**src/rtl/emern_spi_host.sv**
```systemverilog
// SPI mode-0 host for the badGPU command port: byte stream in, MSB-first on MOSI, MISO captured per byte.
// Define GPU_INT_WAIT_EN to hold each transaction's CS until the synchronized GPU INT (screen_inactive) is high.
module emern_spi_host #(
    parameter int CLK_DIV  = 4,
    parameter int CS_SETUP = 2,
    parameter int CS_HOLD  = 2
) (
    input  logic       clk,
    input  logic       rst_n,
    input  logic [7:0] tx_data,
    input  logic       tx_valid,
    input  logic       tx_last,
    output logic       tx_ready,
    output logic [7:0] rx_data,
    output logic       rx_valid,
    output logic       busy,
    input  logic       int_in,
    output logic       cs_n_out,
    output logic       sck_out,
    output logic       mosi_out,
    input  logic       miso_in
);

    typedef enum logic [2:0] {IDLE, WAIT_INT, SETUP, SHIFT, NEXT, HOLD, GAP} state_t;

    localparam logic [7:0] DIV_LAST   = 8'(CLK_DIV - 1);
    localparam logic [3:0] SETUP_LAST = 4'(CS_SETUP - 1);
    localparam logic [3:0] HOLD_LAST  = 4'(CS_HOLD - 1);

    state_t     state;
    logic [7:0] tx_shift;
    logic [7:0] rx_shift;
    logic [7:0] div_cnt;
    logic [2:0] bit_cnt;
    logic [3:0] phase_cnt;
    logic       last_q;

`ifdef GPU_INT_WAIT_EN
    logic [1:0] int_sync;

    always_ff @(posedge clk or negedge rst_n) begin
        if (!rst_n) int_sync <= '0;
        else        int_sync <= {int_sync[0], int_in};
    end
`else
    logic unused_int;
    assign unused_int = int_in;
`endif

    assign tx_ready = (state == IDLE) || (state == NEXT);

    always_ff @(posedge clk or negedge rst_n) begin
        if (!rst_n) begin
            state     <= IDLE;
            tx_shift  <= '0;
            rx_shift  <= '0;
            div_cnt   <= '0;
            bit_cnt   <= '0;
            phase_cnt <= '0;
            last_q    <= 1'b0;
            cs_n_out  <= 1'b1;
            sck_out   <= 1'b0;
            mosi_out  <= 1'b0;
            rx_data   <= '0;
            rx_valid  <= 1'b0;
            busy      <= 1'b0;
        end else begin
            rx_valid <= 1'b0;
            case (state)
                IDLE: begin
                    if (tx_valid) begin
                        tx_shift  <= tx_data;
                        last_q    <= tx_last;
                        busy      <= 1'b1;
                        phase_cnt <= '0;
`ifdef GPU_INT_WAIT_EN
                        state     <= WAIT_INT;
`else
                        state     <= SETUP;
                        cs_n_out  <= 1'b0;
                        mosi_out  <= tx_data[7];
`endif
                    end
                end
`ifdef GPU_INT_WAIT_EN
                WAIT_INT: begin
                    if (int_sync[1]) begin
                        state    <= SETUP;
                        cs_n_out <= 1'b0;
                        mosi_out <= tx_shift[7];
                    end
                end
`endif
                SETUP: begin
                    if (phase_cnt == SETUP_LAST) begin
                        state   <= SHIFT;
                        div_cnt <= '0;
                        bit_cnt <= '0;
                    end else begin
                        phase_cnt <= phase_cnt + 4'd1;
                    end
                end
                SHIFT: begin
                    if (div_cnt != DIV_LAST) begin
                        div_cnt <= div_cnt + 8'd1;
                    end else if (!sck_out) begin
                        div_cnt  <= '0;
                        sck_out  <= 1'b1;
                        rx_shift <= {rx_shift[6:0], miso_in};
                    end else begin
                        // Falling edge: advance MOSI, and after bit 0 hand the captured byte out.
                        div_cnt  <= '0;
                        sck_out  <= 1'b0;
                        tx_shift <= {tx_shift[6:0], 1'b0};
                        mosi_out <= tx_shift[6];
                        bit_cnt  <= bit_cnt + 3'd1;
                        if (bit_cnt == 3'd7) begin
                            rx_data   <= rx_shift;
                            rx_valid  <= 1'b1;
                            phase_cnt <= '0;
                            state     <= last_q ? HOLD : NEXT;
                        end
                    end
                end
                NEXT: begin
                    if (tx_valid) begin
                        tx_shift <= tx_data;
                        mosi_out <= tx_data[7];
                        last_q   <= tx_last;
                        div_cnt  <= '0;
                        bit_cnt  <= '0;
                        state    <= SHIFT;
                    end
                end
                HOLD: begin
                    if (phase_cnt == HOLD_LAST) begin
                        cs_n_out <= 1'b1;
                        state    <= GAP;
                    end else begin
                        phase_cnt <= phase_cnt + 4'd1;
                    end
                end
                GAP: begin
                    busy  <= 1'b0;
                    state <= IDLE;
                end
                default: state <= IDLE;
            endcase
        end
    end

endmodule
```
**config.mk**
```make
export PLATFORM = sky130hd
export DESIGN_NAME = emern_spi_host
export DESIGN_NICKNAME = d
export VERILOG_FILES = /design/src/rtl/emern_spi_host.sv
export SDC_FILE = /design/constraint.sdc
export NUM_CORES = 1
export LEC_CHECK = 0
export ABC_CLOCK_PERIOD_IN_PS = 2100
export CORE_UTILIZATION = 25
export CTS_BUF_LIST = sky130_fd_sc_hd__clkbuf_4 sky130_fd_sc_hd__clkbuf_8
export DETAILED_ROUTE_END_ITERATION = 16
export REMOVE_ABC_BUFFERS = 1
export SLEW_MARGIN = 20
export SYNTH_ARGS = -nofsm -noshare
export SYNTH_HDL_FRONTEND = slang
export SYNTH_SLANG_ARGS = --single-unit
```
**constraint.sdc**
```tcl
create_clock -name clk -period 2.1 [get_ports clk]
set_clock_uncertainty 0.1 [all_clocks]
set_input_delay 0.42 -clock clk [delete_from_list [all_inputs] [get_ports clk]]
set_output_delay 0.42 -clock clk [all_outputs]
set_load 0.05 [all_outputs]
```
==> results.ini <==
[grt]
grt_antenna_before_repair=0
grt_max_degree=48
grt_pass1_vias=1764
grt_pass1_wl_mm=7.98
grt_util_all_layers=0.103
gr-total-overflow=0

[synthesis]
synthCells=197
ys.flop_type=dfrtp_1
synth_warnings=0
synthArstFlopShare=1.00
synthesis.area_um2=2350
synth_top_cell_by_area=dfrtp_1
synth_cell_types=45
ys_ff_latch=47
synth_edf_count=0
avgSynthCellArea_um2=11.9
ys_top_cells_by_area=dfrtp_1 (49%), mux2_2 (11%), mux2_4 (5.1%)
yosysTopAreaCellShare=0.489
seq_area_frac_synth=0.501

[drt]
totalWireLength_mm=4.50
drtIter0Drc=61
detail-route-antenna-nets=0
drtPass1Iterations=4
wl_per_cell_um=12.6
vias=1648
drc=0
via_per_inst=4.60

[worst_hold_path]
hp-class=register to register

[timing]
fin_crit_sh=0.972
worst_slack_ns=0.0593
min_period_ns=2.04
rsz0062_at_grt=false
max-slew-margin-rel=0.627
slew_violations=0
tightest_slew_ns=0.554
fmax_ghz=0.490
hold_viol_final=0
finalSetupViolations=0

[floorplanning]
io_pins=28
num_rows=35
start_util=0.256
core_area_um2=9200
dieArea_um2=9800
fp.dieW_um=99
die_y_um=99

[place]
pre_cts_ws_ns=-0.0903
port_buffers=26
gp_congestion=0.830
dp_hpwl_mm=3.25
placed_cells=349

[power]
switchingPower_uw=1150
swShare=0.346
p_int_uw=2170
p_comb_frac=0.417
clockPowerShare=0.206
power_density_nw_per_um2=1100
ir_drop_mv=0.347
leakage_uw=0.00136
seq_power_share=0.377
power_uw=3320

[worst_setup_path]
arrival_ns=1.52
required_ns=1.58
startpoint_type=register
path_max_fanout=3
crit_path_end_kind=primary output
cpLargestDelayFamily=buffers and inverters
crit_slowest_cell=clkdlybuf4s50_1
slowest_delay_ns=0.83
cp_cell_sequence=clkdlybuf4s50_1
crit_buf_inv=1
timing_worst_setup_path_type=register to primary output

[layout]
final_cell_mix=dfrtp_1 (46), mux2_2 (23), clkdlybuf4s50_1 (22), buf_4 (22), nand2_1 (14)
layoutNonFillerInstCount=358
finalNetCount=265
drive_gt1_frac=0.304
fill_cells=924
antenna_cells=0
register_area_um2=1180
area_delta_synth_final_pct=28.7
final_common_cell=dfrtp_1
multi_input_area_um2=1080

[cts]
cts_setup_buffers=0
clkLatencyLatePin_ns=0.30
ctsRootBufferMaster=clkbuf_8
cts_tree=yes
clk_pin_slew_ns=0.09
clock_path_buffers=2
cts_inserted_buffers=5
clock_sink_count=47
cts.htree.levels=2

[status]
status=complete, no violations

[job]
drv_cap=0

==> flip-flops by register name, indices dropped and copies added (netlist names), 3 cells and up <==
signal / cells
bit_cnt: 3
tx_shift: 7
phase_cnt: 4
rx_data: 8
state: 3
rx_shift: 8
div_cnt: 8
==> area by class of cell <==
cell class | instances | share of cell area
Sequential cell | 47 | 0.389
Multi-Input combinational cell | 132 | 0.356
Timing Repair Buffer | 50 | 0.159
Tap cell | 111 | 0.0459
Clock buffer | 5 | 0.0227
Clock inverter | 3 | 0.0157
Inverter | 10 | 0.0124
==> cell families after synthesis <==
| kind of cell | count (synthesis) | share of synthesized area |
|---|---|---|
| compound gates | 33 | 0.0920 |
| mux | 38 | 0.191 |
| simple gates | 52 | 0.130 |
| flops | 47 | 0.501 |
| xor+xnor | 4 | 0.0149 |
| buf+inv | 18 | 0.0452 |
| fa+ha+maj | 5 | 0.0266 |
==> power by group through the flow <==
stage | Sequential (uW) | Clock [uW] | Combinational (uW)
floorplan | 1320 | 0 | 786
global placement | 1260 | 0 | 1350
detailed placement | 1270 | 0 | 1390
CTS | 1250 | 715 | 1400
global route | 1290 | 752 | 1540
finish | 1250 | 684 | 1390
==> stage by stage <==
stage	cell area, um^2	setup TNS, ns	util	hold slack [ns]
finish	3030	0	0.329	0.383
global route	3030	0	0.329	0.402
floorplan	2280	-6.86	-	0.0244
CTS	3020	0	0.328	0.390
global placement	2890	-0.732	0.315	0.328
detailed placement	2890	-0.722	0.315	0.327
==> synth_stat cells (2+ instances only) <==
master and n:
mux2_4 8, o21ai_0 7, buf_2 2, nand4_1 3, buf_6 3, mux2_2 23, xnor2_1 3, a22o_1 5
inv_1 10, nand2b_1 2, nand2_1 14, nor3_1 3, dfrtp_1 46, mux2i_1 7, o22ai_1 2, a22oi_1 2
nand3_1 7, ha_1 5, nor2_1 7, a21oi_1 9, o221ai_1 2, nand3b_1 3, a31oi_1 2
==> final timing paths <==
kind,from,end,slack [ns],cells after the start
setup / recovery,busy$_DFFE_PN0P_,busy,0.06,1
hold / removal,bit_cnt[0]$_DFFE_PN0P_,bit_cnt[0]$_DFFE_PN0P_,0.38,1
setup reg to reg,state[0]$_DFFE_PN0P_,phase_cnt[1]$_DFFE_PN0P_,0.15,6
hold reg to reg,bit_cnt[0]$_DFFE_PN0P_,bit_cnt[0]$_DFFE_PN0P_,0.38,1
max in group asynchronous,rst_n,cs_n_out$_DFFE_PN1P_,1.11,3
min in group asynchronous,rst_n,phase_cnt[2]$_DFFE_PN0P_,0.52,3
==> metal layers <==
| layer | GRT usage | share of wire |
|---|---|---|
| met3 | 0.0326 | 0.050 |
| met2 | 0.162 | 0.45 |
| met4 | 0.0551 | 0.030 |
| met1 | 0.127 | 0.47 |
| met5 | 0 | 0 |
==> repair_timing <==
item                                    4_1_cts  5_1_grt
hold endpoints to repair                     30        0
resized for setup                             0        1
endpoints found under the setup margin        0        7
hold buffers                                  1        0
(Power assumes the default switching activity.)
